==> config.mk <==
export PLATFORM = sky130hd
export DESIGN_NAME = lsu_ctrl
export DESIGN_NICKNAME = d
export VERILOG_FILES = /design/src/rtl/lsu_ctrl_pkg.sv /design/src/rtl/lsu_ctrl_ld_align.sv /design/src/rtl/lsu_ctrl.sv
export SDC_FILE = /design/constraint.sdc
export NUM_CORES = 1
export LEC_CHECK = 0
export CAP_MARGIN = 10
export CELL_PAD_IN_SITES_DETAIL_PLACEMENT = 1
export CELL_PAD_IN_SITES_GLOBAL_PLACEMENT = 2
export CORE_MARGIN = 4
export CORE_UTILIZATION = 25
export DETAILED_ROUTE_END_ITERATION = 8
export PLACE_DENSITY_LB_ADDON = 0.1
export SLEW_MARGIN = 25
export SYNTH_ARGS = -nofsm -noshare
export SYNTH_HDL_FRONTEND = slang
export SYNTH_SLANG_ARGS = --single-unit
==> constraint.sdc <==
create_clock -name clk -period 4.4 [get_ports clk]
set_input_delay 0.88 -clock clk [delete_from_list [all_inputs] [get_ports clk]]
set_output_delay 0.88 -clock clk [all_outputs]
set_load 0.01 [all_outputs]
==> src/rtl/lsu_ctrl_pkg.sv <==
// lsu_ctrl_pkg: shared widths, access-size and FSM state encodings and small
// helpers for the load/store control unit.
package lsu_ctrl_pkg;

  localparam int XLEN  = 32;
  localparam int MASKW = XLEN / 8;

  // Access size as carried on agu_cmd_size.
  typedef enum logic [1:0] {
    SIZE_BYTE = 2'b00,
    SIZE_HALF = 2'b01,
    SIZE_WORD = 2'b10,
    SIZE_RSVD = 2'b11
  } lsu_size_e;

  // One transaction walks IDLE -> REQ -> WAIT -> DONE, or IDLE -> DONE on error.
  typedef enum logic [1:0] {
    ST_IDLE = 2'b00,
    ST_REQ  = 2'b01,
    ST_WAIT = 2'b10,
    ST_DONE = 2'b11
  } lsu_state_e;

  // Command as held for the lifetime of one transaction.
  typedef struct packed {
    logic             read;
    logic             usign;
    lsu_size_e        size;
    logic [XLEN-1:0]  addr;
    logic [XLEN-1:0]  wdata;
    logic [MASKW-1:0] wmask;
  } lsu_cmd_t;

  // The data bus only sees word addresses.
  function automatic logic [XLEN-1:0] word_addr(input logic [XLEN-1:0] addr);
    return {addr[XLEN-1:2], 2'b00};
  endfunction

endpackage

==> src/rtl/lsu_ctrl_ld_align.sv <==
// lsu_ctrl_ld_align: picks the addressed byte/halfword out of a loaded word
// and sign- or zero-extends it. Halfwords use addr[1] only, so a halfword at
// addr[0]=1 returns bits of the shifted word and never wraps into the next word.
module lsu_ctrl_ld_align
  import lsu_ctrl_pkg::*;
(
  input  logic [XLEN-1:0] rdata_i,
  input  logic [1:0]      addr_lo_i,
  input  lsu_size_e       size_i,
  input  logic            usign_i,
  output logic [XLEN-1:0] result_o
);

  logic [XLEN-1:0] byte_shifted;
  logic [XLEN-1:0] half_shifted;
  logic            byte_fill;
  logic            half_fill;

  assign byte_shifted = rdata_i >> {addr_lo_i, 3'b000};
  assign half_shifted = rdata_i >> {addr_lo_i[1], 4'b0000};
  assign byte_fill    = ~usign_i & byte_shifted[7];
  assign half_fill    = ~usign_i & half_shifted[15];

  // Select and extend according to access size; word (and reserved) pass through.
  always_comb begin
    // NOTE: every always_comb output gets a default first so no latch can be inferred.
    result_o = rdata_i;
    unique case (size_i)
      SIZE_BYTE: result_o = {{(XLEN-8){byte_fill}}, byte_shifted[7:0]};
      SIZE_HALF: result_o = {{(XLEN-16){half_fill}}, half_shifted[15:0]};
      default:   result_o = rdata_i;
    endcase
  end

endmodule

==> src/rtl/lsu_ctrl.sv <==
// lsu_ctrl: load/store control unit. Takes one command from the AGU, runs a
// single-outstanding valid/ready data-bus transaction and returns the aligned
// load result (or an error) to writeback as a one-cycle strobe.
// Optional feature: define LSU_MISALGN_TRAP_EN to turn agu_cmd_misalgn into an
// error without bus access; otherwise misalignment is ignored.
module lsu_ctrl
  import lsu_ctrl_pkg::*;
(
  input  logic             clk,
  input  logic             rst,
  // command from address generation
  input  logic             agu_cmd_enable,
  output logic             agu_cmd_ready,
  input  logic             agu_cmd_read,
  input  logic             agu_cmd_write,
  input  logic             agu_cmd_usign,
  input  logic [1:0]       agu_cmd_size,
  input  logic [XLEN-1:0]  agu_cmd_addr,
  input  logic [XLEN-1:0]  agu_cmd_wdata,
  input  logic [MASKW-1:0] agu_cmd_wmask,
  input  logic             agu_cmd_misalgn,
  // data bus
  output logic             dbus_cmd_valid,
  input  logic             dbus_cmd_ready,
  output logic             dbus_cmd_read,
  output logic [XLEN-1:0]  dbus_cmd_addr,
  output logic [XLEN-1:0]  dbus_cmd_wdata,
  output logic [MASKW-1:0] dbus_cmd_wmask,
  input  logic             dbus_rsp_valid,
  input  logic [XLEN-1:0]  dbus_rsp_rdata,
  input  logic             dbus_rsp_err,
  // writeback
  output logic             memtop_wback_valid,
  output logic [XLEN-1:0]  memtop_wback_data,
  output logic             memtop_wback_err
);

  lsu_state_e      state_q, state_d;
  lsu_cmd_t        cmd_q, cmd_d;
  logic            cap_en;
  logic            wb_load;
  logic [XLEN-1:0] wb_data_q, wb_data_d;
  logic            wb_err_q, wb_err_d;
  logic [XLEN-1:0] ld_result;
  logic            misalgn_trap;
  logic            cmd_start;
  logic            cmd_err;

`ifdef LSU_MISALGN_TRAP_EN
  assign misalgn_trap = agu_cmd_misalgn;
`else
  logic unused_misalgn;
  assign unused_misalgn = agu_cmd_misalgn;
  assign misalgn_trap   = 1'b0;
`endif

  // A command with neither direction set is not a transaction and is ignored.
  assign cmd_start = agu_cmd_enable & (agu_cmd_read | agu_cmd_write);
  assign cmd_err   = (lsu_size_e'(agu_cmd_size) == SIZE_RSVD)
                   | (agu_cmd_read & agu_cmd_write)
                   | misalgn_trap;

  // Stores carry their byte enables; loads always present an empty mask.
  always_comb begin
    cmd_d.read  = agu_cmd_read;
    cmd_d.usign = agu_cmd_usign;
    cmd_d.size  = lsu_size_e'(agu_cmd_size);
    cmd_d.addr  = agu_cmd_addr;
    cmd_d.wdata = agu_cmd_wdata;
    cmd_d.wmask = agu_cmd_read ? '0 : agu_cmd_wmask;
  end

  lsu_ctrl_ld_align u_ld_align (
    .rdata_i   (dbus_rsp_rdata),
    .addr_lo_i (cmd_q.addr[1:0]),
    .size_i    (cmd_q.size),
    .usign_i   (cmd_q.usign),
    .result_o  (ld_result)
  );

  // FSM state register.
  always_ff @(posedge clk) begin
    // NOTE: sequential state uses non-blocking assignments so every register samples pre-edge values.
    if (rst) begin
      state_q <= ST_IDLE;
    end else begin
      state_q <= state_d;
    end
  end

  // Next state, handshake outputs and writeback load strobes.
  always_comb begin
    state_d            = state_q;
    cap_en             = 1'b0;
    wb_load            = 1'b0;
    wb_data_d          = '0;
    wb_err_d           = 1'b0;
    agu_cmd_ready      = 1'b0;
    dbus_cmd_valid     = 1'b0;
    memtop_wback_valid = 1'b0;
    unique case (state_q)
      ST_IDLE: begin
        agu_cmd_ready = 1'b1;
        if (cmd_start) begin
          cap_en = 1'b1;
          if (cmd_err) begin
            wb_load  = 1'b1;
            wb_err_d = 1'b1;
            state_d  = ST_DONE;
          end else begin
            state_d = ST_REQ;
          end
        end
      end
      ST_REQ: begin
        dbus_cmd_valid = 1'b1;
        if (dbus_cmd_ready) begin
          state_d = ST_WAIT;
        end
      end
      ST_WAIT: begin
        if (dbus_rsp_valid) begin
          wb_load   = 1'b1;
          wb_err_d  = dbus_rsp_err;
          wb_data_d = (cmd_q.read && !dbus_rsp_err) ? ld_result : '0;
          state_d   = ST_DONE;
        end
      end
      ST_DONE: begin
        memtop_wback_valid = 1'b1;
        state_d            = ST_IDLE;
      end
      default: state_d = ST_IDLE;
    endcase
  end

  // Command capture and writeback result registers.
  always_ff @(posedge clk) begin
    // NOTE: datapath registers are reset as well so bus and writeback outputs read 0 out of reset.
    if (rst) begin
      cmd_q     <= '0;
      wb_data_q <= '0;
      wb_err_q  <= 1'b0;
    end else begin
      if (cap_en) begin
        cmd_q <= cmd_d;
      end
      if (wb_load) begin
        wb_data_q <= wb_data_d;
        wb_err_q  <= wb_err_d;
      end
    end
  end

  assign dbus_cmd_read     = cmd_q.read;
  assign dbus_cmd_addr     = word_addr(cmd_q.addr);
  assign dbus_cmd_wdata    = cmd_q.wdata;
  assign dbus_cmd_wmask    = cmd_q.wmask;
  assign memtop_wback_data = wb_data_q;
  assign memtop_wback_err  = wb_err_q;

endmodule

-- Word level (Yosys, flattened, before mapping)
Cells that the tools add are included.
- flip-flop bits (word level): 107
- output and inout bits: 105
- word-level logic and storage cells: 52
- bits in writable memories: 0
- memory bits (read-only): 0
- input port bits: 112
- memories kept: 0
- latch bits: 0
- add/subtract/negate cells: 0
- shifts and indexed selects: 2
- reductions and logical operators: 5
- eq/ne operators: 8
- multiply operators: 0
- bitwise logic cells: 7
- magnitude comparators: 0
- divide/modulo/power cells: 0
- mux-type cells: 21
- operator list (operator ; number):
    32-bit two-way mux ; 3
    32-bit case mux with 2 select lines ; 1
    32-bit by 5-bit right shift with 16-bit output ; 1
    32-bit by 5-bit right shift with 8-bit output ; 1
    1-bit two-way mux ; 9
    2-bit two-way mux ; 4
    2-bit case mux with 4 select lines ; 1
    2-bit equality test, second input constant ; 3
    2-bit inequality test, second input constant ; 3
    1-bit AND ; 4
    2-bit by 1-bit equality test with 1-bit output, second input constant ; 2
    2-bit zero test ; 2
    4-bit two-way mux ; 1
    1-bit case mux with 2 select lines ; 2
    3-bit AND reduction ; 1
    1-bit bitwise OR ; 2
    1-bit logical AND ; 1
    1-bit zero test ; 1
    1-bit NOT ; 1

-- Depth between registers and ports, before layout
Gate-level depths: netlist of run 1.
- depth in word-level cells: 6
- mapped depth: 9
- depth with buffers taken out: 6

-- Cells and area by module
Synthesis of run 1 repeated with hierarchy kept, for this count alone.
- cells, all modules: 577
- area total of the unflattened synthesis: 4967.3 um^2
- by module, submodules not included (module ; cells each ; times used ; seq. area each (um^2) ; area each (um^2)):
    lsu_ctrl ; 484 ; 1 ; 2142.1 ; 4257.8
    lsu_ctrl_ld_align ; 93 ; 1 ; 0.0 ; 709.4

-- Worst setup path before layout of run 1
Ideal clock, no wire load.
- path kind: input port to flip-flop
- start: input dbus_rsp_valid
- end: register wb_data_q[27] (netlist: memtop_wback_data[27])
- setup slack: 2.143 ns
- required time: 4.342 ns
- cell stages on the path: 5
- buffers on the path: 1
- arrival time: 2.199 ns
- cells stage by stage: nand2_2 -> or4b_4 -> a2111oi_4 -> buf_6 -> a221o_2
- word-level cells in the longest chain between the ends: 2
- elaborated cells between the ends (all ways): 4
- ends and longest elaborated chain (item ; line ; text):
    from (decl) ; lsu_ctrl.sv:29 ; input logic dbus_rsp_valid,
    1-bit two-way mux or 32-bit two-way mux (tied branches) ; lsu_ctrl.sv:122 ; if (dbus_rsp_valid) begin
    1-bit case mux with 2 select lines or 32-bit two-way mux (tied branches) ; lsu_ctrl.sv:101 ; unique case (state_q)
    to (signal assigned) ; lsu_ctrl.sv:149 ; wb_data_q <= wb_data_d;
    to (decl) ; lsu_ctrl.sv:42 ; logic [XLEN-1:0] wb_data_q, wb_data_d;
Parallel ways exist; a longest one is shown, timed or not.
A chain may end at the register's enable or synchronous reset.

-- Worst setup path in the final report of run 1
- start: input dbus_rsp_valid
- end: register wb_data_q[21] (netlist: memtop_wback_data[21])
Same word-level chain as after synthesis.

==> impl_metrics.tcl, run 1 <==
set metrics [dict create \
    final.setup.tns_ns 0 \
    synth-xor-area-share 0 \
    synth_top_family_by_area "compound AO/OA/AOI/OAI gates" \
    globalRouteMet3Util 0.04190 \
    postCtsSetupBuffers 0 \
    min_period_ns 2.857 \
    endpoint "memtop_wback_data[21]" \
    hold_viol_final 0 \
    synth_edf_count 0 \
    setup_viol 0 \
    start_util 0.2553 \
    port_buffers 213 \
    cp-start-kind "input port" \
    ys_warn_count 0 \
    drt-initial-drc-count 153 \
    r2r_cells 6 \
    max_stage_delay_ns 0.91 \
    max_freq_mhz 350.0 \
    ctsRootBufferMaster "clkbuf_16" \
    cts_max_level 3 \
    vdd_drop_max_mv 0.2940 \
    status "finished clean" \
    grt_pass1_vias 4516 \
    fillers 2175 \
    yosysUniqueCellTypes 39 \
    synthCells 573 \
    synthMuxAreaShare 0.02525 \
    critPathKind "in2reg" \
    synthAdderAreaFrac 0.01041 \
    clk_path_buf_depth 2 \
    grt_max_degree 78 \
    cts_tree "built" \
    p_per_area_nw_per_um2 414.5 \
    first_pass_iters 4 \
    grt_first_pass_wirelength_um 25630 \
    syn_to_final_growth_pct 45.13 \
    ant_nets 0 \
    crit_start "dbus_rsp_valid" \
    ys_seq_elements 107 \
    critPathBufInv 1 \
    timing.rr.end "memtop_wback_data[21]" \
    avgSynthCellArea_sq_um 8.389 \
    track_usage 0.1485 \
    die-height_um 146.7 \
    wire_per_inst_um 16.98 \
    die_area_sq_um 21510 \
    slew_viol_final 0 \
    met1_usage 0.1840 \
    drc 0 \
    asyncSetResetFlopFracSynth 0 \
    clock_latency_ns 0.35 \
    synth_seq_area_share 0.4456 \
    syn_area_sq_um 4807 \
    critPathTopFamily "compound AO/OA/AOI/OAI gates" \
    ys.flop_type "dfxtp_1" \
    hp-class "reg2reg" \
    critPathSlowestCell "a2111oi_4" \
    clock_skew_ns 0.007118 \
    viasPerCell 4.480 \
    power.leakage_nw 2.439 \
    antenna_found_initial 1 \
    cts.sinks 107 \
    pin_count 217 \
    rsz0062_at_grt "false" \
    multi_input_area_sq_um 1992 \
    clk_pin_slew_worst_paths_ns 0.08 \
    layout-drive-gt1-share 0.07102 \
    ff_latch_area_sq_um 2142 \
    cp.required_ns 4.70 \
    critical_path.cell_chain "clkdlybuf4s50_1, nand2_2, or4b_4, a2111oi_4, a221o_2" \
    end_kind "flip-flop" \
    wirelength_um 16390 \
    r2r-start "state_q[0]" \
    grtUsageMet2 0.2471 \
    final_common_cell "clkdlybuf4s50_1" \
    synth-compound-area-share 0.2061 \
    gp_congestion 0.7192 \
    row_count 50 \
    reg2reg_slack_ns 1.93 \
    fin_crit_sh 0.6493 \
    cp.depth 5 \
    tightest_slew_ns 0.9951 \
    die_w_um 146.7 \
    cts_resized 0 \
    cts_buffers 9 \
    cp.arrival_ns 3.16 \
    hold_buffers 0 \
    pre_cts_ws_ns 1.165 \
    layout_setup_ws_ns 1.543 \
    synth-simple-area-share 0.1681 \
    top_usage_layer "met2" \
    dpl.hpwl_um 11730 \
    overflow 0 \
    slew_headroom 0.3366 \
    path_max_fanout 16 \
    num_vias 4323 \
    final_cell_mix "clkdlybuf4s50_1, nand2_1, dfxtp_1, a21oi_1, nand2b_1" \
    nets 815 \
    final_cells 965 \
    dp.cells 948 \
    cap_viol_max_count 0 \
    core_area_sq_um 18830 \
]
-- cell type report --
cell class,instances,area share
antenna,1,0.0003587
clock buffer,12,0.03676
clock inverter,4,0.004663
inverter,5,0.002690
multi-input combinational,354,0.2855
sequential,107,0.3070
tap,260,0.04663
timing repair buffer,222,0.3164
-- synthesized netlist by cell type, types with 6 or more instances --
| cell type | count | area, sq um |
|---|---|---|
| nand2_1 | 146 | 548.0 |
| dfxtp_1 | 107 | 2142 |
| a21oi_1 | 80 | 400.4 |
| buf_4 | 68 | 510.5 |
| clkbuf_1 | 31 | 116.4 |
| nand2b_1 | 16 | 100.1 |
| a32o_1 | 13 | 130.1 |
| o21ai_0 | 12 | 60.06 |
| nor2_1 | 11 | 41.29 |
| a221o_2 | 10 | 112.6 |
| mux2_2 | 9 | 101.4 |
| o22ai_1 | 7 | 43.79 |
| a221o_1 | 6 | 60.06 |
| o31a_1 | 6 | 52.55 |
-- kinds of logic (layout without fill, tap and decap cells) --
group / after synthesis / after routing
AND/OR/NAND/NOR: 189 / 189
AO/OA/AOI/OAI: 148 / 148
buffers and inverters: 113 / 243
flip-flops: 107 / 107
multiplexers: 11 / 11
adder cells (fa/ha/maj): 4 / 4
other: 1 / 3
-- power breakdown --
part	internal (W)	leakage, nW	switching, W
Clock	0.000420	0.135	0.000391
Sequential	0.00108	0.871	0.0000739
Combinational	0.000436	1.43	0.000492
Total	0.00193	2.44	0.000958
-- worst register-to-register path, cell delays in order (launching register included) --
cell and delay, ns:
dfxtp_1 0.34, inv_1 0.09, ha_1 0.21, nand2_2 0.11, or4b_4 0.52, a2111oi_4 0.91, a221o_2 0.24
-- flip-flops by register name, indices dropped and copies added, names as in the netlist --
name and cells:
cmd_q 5, memtop_wback_err 1, memtop_wback_data 32, dbus_cmd_wmask 4
dbus_cmd_read 1, state_q 2, dbus_cmd_wdata 32, dbus_cmd_addr 30
-- per-stage QoR --
| step | cell area [sq um] | power [W] | util | hold slack (ns) |
|---|---|---|---|---|
| 2_1_floorplan | 4811 | 0.001758 | - | 0.4367 |
| 3_3_place_gp | 6685 | 0.002098 | 0.3550 | 0.4413 |
| 3_5_place_dp | 6685 | 0.002123 | 0.3550 | 0.4477 |
| 4_1_cts | 6974 | 0.002959 | 0.3704 | 0.4590 |
| 5_1_grt | 6977 | 0.003091 | 0.3705 | 0.4730 |
| 6_report | 6977 | 0.002892 | 0.3705 | 0.4567 |
-- per-layer routing --
layer | up-vias | wire length, um | share of wire
met5 | - | 0 | 0
met4 | 0 | 247 | 0.015
met2 | 116 | 7900 | 0.48
met1 | 2062 | 7194 | 0.44
li1 | 2132 | - | -
met3 | 13 | 1042 | 0.064
-- worst min-delay path by stage --
stage          cells past startpoint                 end          startpoint
2_1_floorplan                      2   dbus_cmd_addr[10]   dbus_cmd_addr[10]
4_1_cts                            2  dbus_cmd_wdata[30]  dbus_cmd_wdata[30]
3_5_place_dp                       2  dbus_cmd_wdata[30]  dbus_cmd_wdata[30]
3_3_place_gp                       2   dbus_cmd_addr[21]   dbus_cmd_addr[21]
5_1_grt                            2  dbus_cmd_wdata[30]  dbus_cmd_wdata[30]
6_report                           2  dbus_cmd_wdata[30]  dbus_cmd_wdata[30]
Note: power is estimated with default switching activity, not from simulation.
==> run 2, diff against run 1 <==
--- a/config.mk
+++ b/config.mk
@@ -9,7 +9,7 @@
 export CELL_PAD_IN_SITES_DETAIL_PLACEMENT = 1
 export CELL_PAD_IN_SITES_GLOBAL_PLACEMENT = 2
 export CORE_MARGIN = 4
-export CORE_UTILIZATION = 25
+export CORE_UTILIZATION = 21
 export DETAILED_ROUTE_END_ITERATION = 8
 export PLACE_DENSITY_LB_ADDON = 0.1
 export SLEW_MARGIN = 25
==> constraint.sdc (replaced) <==
create_clock -name clk -period 2.3 [get_ports clk]
set_input_delay 0.46 -clock clk [delete_from_list [all_inputs] [get_ports clk]]
set_output_delay 0.46 -clock clk [all_outputs]
set_load 0.01 [all_outputs]
==> impl_metrics.tcl, run 2 (synthesis gave the netlist of run 1 again) <==
set metrics [dict create \
    slew_headroom 0.6416 \
    postCtsSetupBuffers 0 \
    cap_viol_max_count 0 \
    cp.required_ns 1.84 \
    critPathSlowestCell "clkdlybuf4s50_1" \
    n_antenna_cell 0 \
    critPathTopFamily "buffers and inverters" \
    die_w_um 159.3 \
    status "finished clean" \
    critPathKind "reg2out" \
    cts_tree "built" \
    die-height_um 159.3 \
    cts_max_level 3 \
    ctsRootBufferMaster "clkbuf_16" \
    dpl.hpwl_um 12520 \
    drc 0 \
    clock_skew_ns 0.01658 \
    final_common_cell "clkdlybuf4s50_1" \
    core_area_sq_um 22570 \
    fin_crit_sh 0.9360 \
    clk_path_buf_depth 2 \
    cp-start-kind "flip-flop" \
    cts.sinks 107 \
    final_cell_area_sq_um 7151 \
    antenna_found_initial 0 \
    die_area_sq_um 25370 \
    placed_cell_area_sq_um 6874 \
    vdd_drop_max_mv 0.2895 \
    drt-initial-drc-count 155 \
    p_per_area_nw_per_um2 783.5 \
    final_cells 1005 \
    critPathBufInv 2 \
    hold_viol_final 0 \
    row_count 55 \
    viasPerCell 4.390 \
    overflow 0 \
    clk_pin_slew_worst_paths_ns 0.07 \
    layout-drive-gt1-share 0.09306 \
    setup_viol 0 \
    hp-class "reg2reg" \
    min_period_ns 2.153 \
    final.setup.tns_ns 0 \
    start_util 0.2130 \
    num_vias 4412 \
    nets 831 \
    ant_nets 0 \
    tightest_slew_ns 0.5375 \
    rsz0062_at_grt "false" \
    max_freq_mhz 464.5 \
    wire_per_inst_um 16.66 \
    first_pass_iters 4 \
    path_max_fanout 9 \
    grt_first_pass_wirelength_um 26600 \
    syn_to_final_growth_pct 48.75 \
    final_cell_mix "clkdlybuf4s50_1, nand2_1, dfxtp_1, a21oi_1, buf_4" \
    grt_max_degree 58 \
    dp.cells 989 \
    slew_viol_final 0 \
    cts_buffers 9 \
    cp.arrival_ns 1.69 \
    critical_path.cell_chain "inv_1, ha_2, clkdlybuf4s50_1" \
    wirelength_um 16750 \
    grt_pass1_vias 4748 \
    track_usage 0.1299 \
    port_buffers 213 \
    end_kind "output port" \
    max_stage_delay_ns 0.60 \
    gp_congestion 0.7455 \
    pin_count 217 \
    clock_latency_ns 0.36 \
    power.leakage_nw 2.533 \
]
run 2: changes by cell type in the layout (fill, tap and decap cells not counted), sizes merged:
cell      change
clkbuf        -2
inv           +2
clkinv        +2
diode         -1
clkinvlp      -2
buf          +16
run 2: area by class of cell:
type | count | area (sq um)
Fill cell | 2616 | 15420
Clock buffer | 10 | 229.0
Multi-Input combinational cell | 354 | 1994
Inverter | 5 | 18.77
Timing Repair Buffer | 238 | 2365
Clock inverter | 6 | 45.04
Sequential cell | 107 | 2142
Tap cell | 285 | 356.6
run 2: path summary, 6_finish.rpt:
| check | start | endpoint | slack (ns) | cells past startpoint |
|---|---|---|---|---|
| worst max register to register | state_q[0] | memtop_wback_data[30] | 0.26 | 7 |
| worst min register to register | dbus_cmd_addr[13] | dbus_cmd_addr[13] | 0.46 | 2 |
| worst max-delay path | state_q[0] | agu_cmd_ready | 0.15 | 3 |
| worst min-delay path | dbus_cmd_addr[13] | dbus_cmd_addr[13] | 0.46 | 2 |
run 2: through the flow:
| stage | utilization | hold slack (ns) | power [W] | setup WS [ns] |
|---|---|---|---|---|
| after global routing | 0.3168 | 0.4759 | 0.005990 | 0.04002 |
| after detailed placement | 0.3045 | 0.4477 | 0.004180 | -0.03580 |
| after global placement | 0.3045 | 0.4422 | 0.004129 | -0.03604 |
| after floorplan | - | 0.4367 | 0.003363 | 0.3269 |
| after CTS | 0.3167 | 0.4589 | 0.005752 | 0.007608 |
| final | 0.3168 | 0.4552 | 0.005603 | 0.1471 |
run 2: where the power goes:
part	switching (W)	internal (W)	total, W	leakage [nW]
clock network	0.000763	0.000748	0.00151	0.138
registers	0.000151	0.00206	0.00221	0.871
logic	0.000959	0.000918	0.00188	1.52
total	0.00187	0.00373	0.00560	2.53
run 2: timing repair:
action / CTS / global route
gates resized for setup: 0 / 1
setup endpoints to repair: 0 / 1
hold buffers: 0 / 0
run 2: routing by layer:
| layer | GRT usage | up-vias | wire length [um] |
|---|---|---|---|
| li1 | - | 2168 | - |
| met1 | 0.1529 | 2112 | 7216 |
| met2 | 0.2262 | 121 | 8208 |
| met3 | 0.04142 | 11 | 1124 |
| met4 | 0.03905 | 0 | 196 |
| met5 | 0 | - | 0 |
run 2: worst reg2reg max path, delay by kind of cell (launching register included):
family	cells	cell delay, ns
AOI/OAI and AO/OA	2	0.49
DFF	1	0.35
adders and majority gates	1	0.22
and+or+nand+nor	2	0.60
buffers and inverters	2	0.33
==> patch (flow settings as in run 1) <==
Reset style: asynchronous (`rst`), changed in 2 clocked blocks.
--- a/src/rtl/lsu_ctrl.sv
+++ b/src/rtl/lsu_ctrl.sv
@@ -79,7 +79,7 @@
   );
 
   // FSM state register.
-  always_ff @(posedge clk) begin
+  always_ff @(posedge clk or posedge rst) begin
     // NOTE: sequential state uses non-blocking assignments so every register samples pre-edge values.
     if (rst) begin
       state_q <= ST_IDLE;
@@ -135,7 +135,7 @@
   end
 
   // Command capture and writeback result registers.
-  always_ff @(posedge clk) begin
+  always_ff @(posedge clk or posedge rst) begin
     // NOTE: datapath registers are reset as well so bus and writeback outputs read 0 out of reset.
     if (rst) begin
       cmd_q     <= '0;
Check against the original RTL: differs if rst is asserted again (counterexample within 4 cycles, from zero or initial values and one cycle with rst high); with rst held inactive, the same outputs for 10 cycles.
==> patch against run 1 <==
Wire length is 6.1% lower; area after synthesis rose by 7.6%; sequential cell count unchanged; cell area increased by 6.1%; setup slack improved by 0.12 ns; largest cell class is now sequential cells; maximum frequency rose by 4.4%; critical path type is now reg -> out; global-route usage down 1.7 points.
Power is not compared: it rests on default switching activity, and its combinational part moved more than twofold at a synthesized area within 25%.
==> patch: results (changes against run 1) <==
Status: finished, final reports clean (unchanged)
Commonest cells in the netlist: dfrtp_1 (107), mux2_2 (69), buf_4 (68) (was nand2_1 (146), dfxtp_1 (107), a21oi_1 (80))
Clock skew: 0.00779 ns (was 0.00712 ns)
Compound-cell area share of the yosys netlist: 12.4% (was 20.6%)
Worst Tran Pin Value: 0.952 ns (was 0.995 ns)
Placement Cell Area: 7090 µm² (was 6690 µm²)
M2 GR Usage: 22.7% (was 24.7%)
Ys flop type: dfrtp_1 (was dfxtp_1)
1st-iter DRT viols: 135 (was 153)
Routed wl met2: 7.77 mm (was 7.90 mm)
Setup crit start: state_q[1] (was dbus_rsp_valid)
R2r startpoint: cmd_q[69] (was state_q[0])
Mean Syn Cell Area: 11.9 µm² (was 8.39 µm²)
Finished Layout Cells: 850 (was 965)
Diodes inserted: 0 (was 1)
Largest net degree at the start of global routing: 64 (was 78)
First-pass GRT wire length: 24.2 mm (was 25.6 mm)
R2R depth: 4 (was 6)
Critical Path AT: 1.86 ns (was 3.16 ns)
Met1 Track Usage GR: 16.5% (was 18.4%)
Routed length on met1: 6.71 mm (was 7.19 mm)
RD Place Congestion: 0.732 (was 0.719)
Hold WS: 0.479 ns (was 0.457 ns)
Worst R2R Setup Slack: 1.99 ns (was 1.93 ns)
Post-synthesis mux area share: 16.7% (was 2.52%)
Register area share after synthesis: 51.8% (was 44.6%)
Worst R2R End: memtop_wback_data[22] (was memtop_wback_data[21])
Total GRT Usage: 13.2% (was 14.8%)
Met3 wire length: 730 µm (was 1.04 mm)
Min-Delay Endpoint: dbus_cmd_wmask[3] (was dbus_cmd_wdata[30])
Unique masters post-synth: 45 (was 39)
Nets: 691 (was 815)
Layout cells sized above 1: 16.7% (was 7.10%)
[patch: through the flow]
stage / setup WS [ns] / total power [µW]
finish: 1.66 / 4890
global route: 1.56 / 5210
CTS: 1.64 / 5000
detailed placement: 1.28 / 4120
global placement: 1.33 / 4070
floorplan: 0.703 / 3230
[patch: power by group through the flow]
stage | Sequential (µW) | Clock (µW) | Combinational, µW
6_report | 1770 | 842 | 2280
5_1_grt | 1840 | 921 | 2450
3_3_place_gp | 1770 | 0 | 2300
4_1_cts | 1780 | 887 | 2340
3_5_place_dp | 1790 | 0 | 2330
2_1_floorplan | 1720 | 0 | 1500
[patch: layout make-up]
type	instances	area [µm²]
Fill cell	2206	12900
Sequential cell	107	2680
Timing Repair Buffer	219	2190
Multi-Input combinational cell	229	1850
Tap cell	270	338
Clock buffer	10	239
Clock inverter	6	68.8
Inverter	9	36.3
[patch: worst max-delay path, stage by stage (launching register included)]
cell and delay [ns]:
dfrtp_1 0.41, inv_1 0.13, ha_1 0.34, clkdlybuf4s50_1 0.63
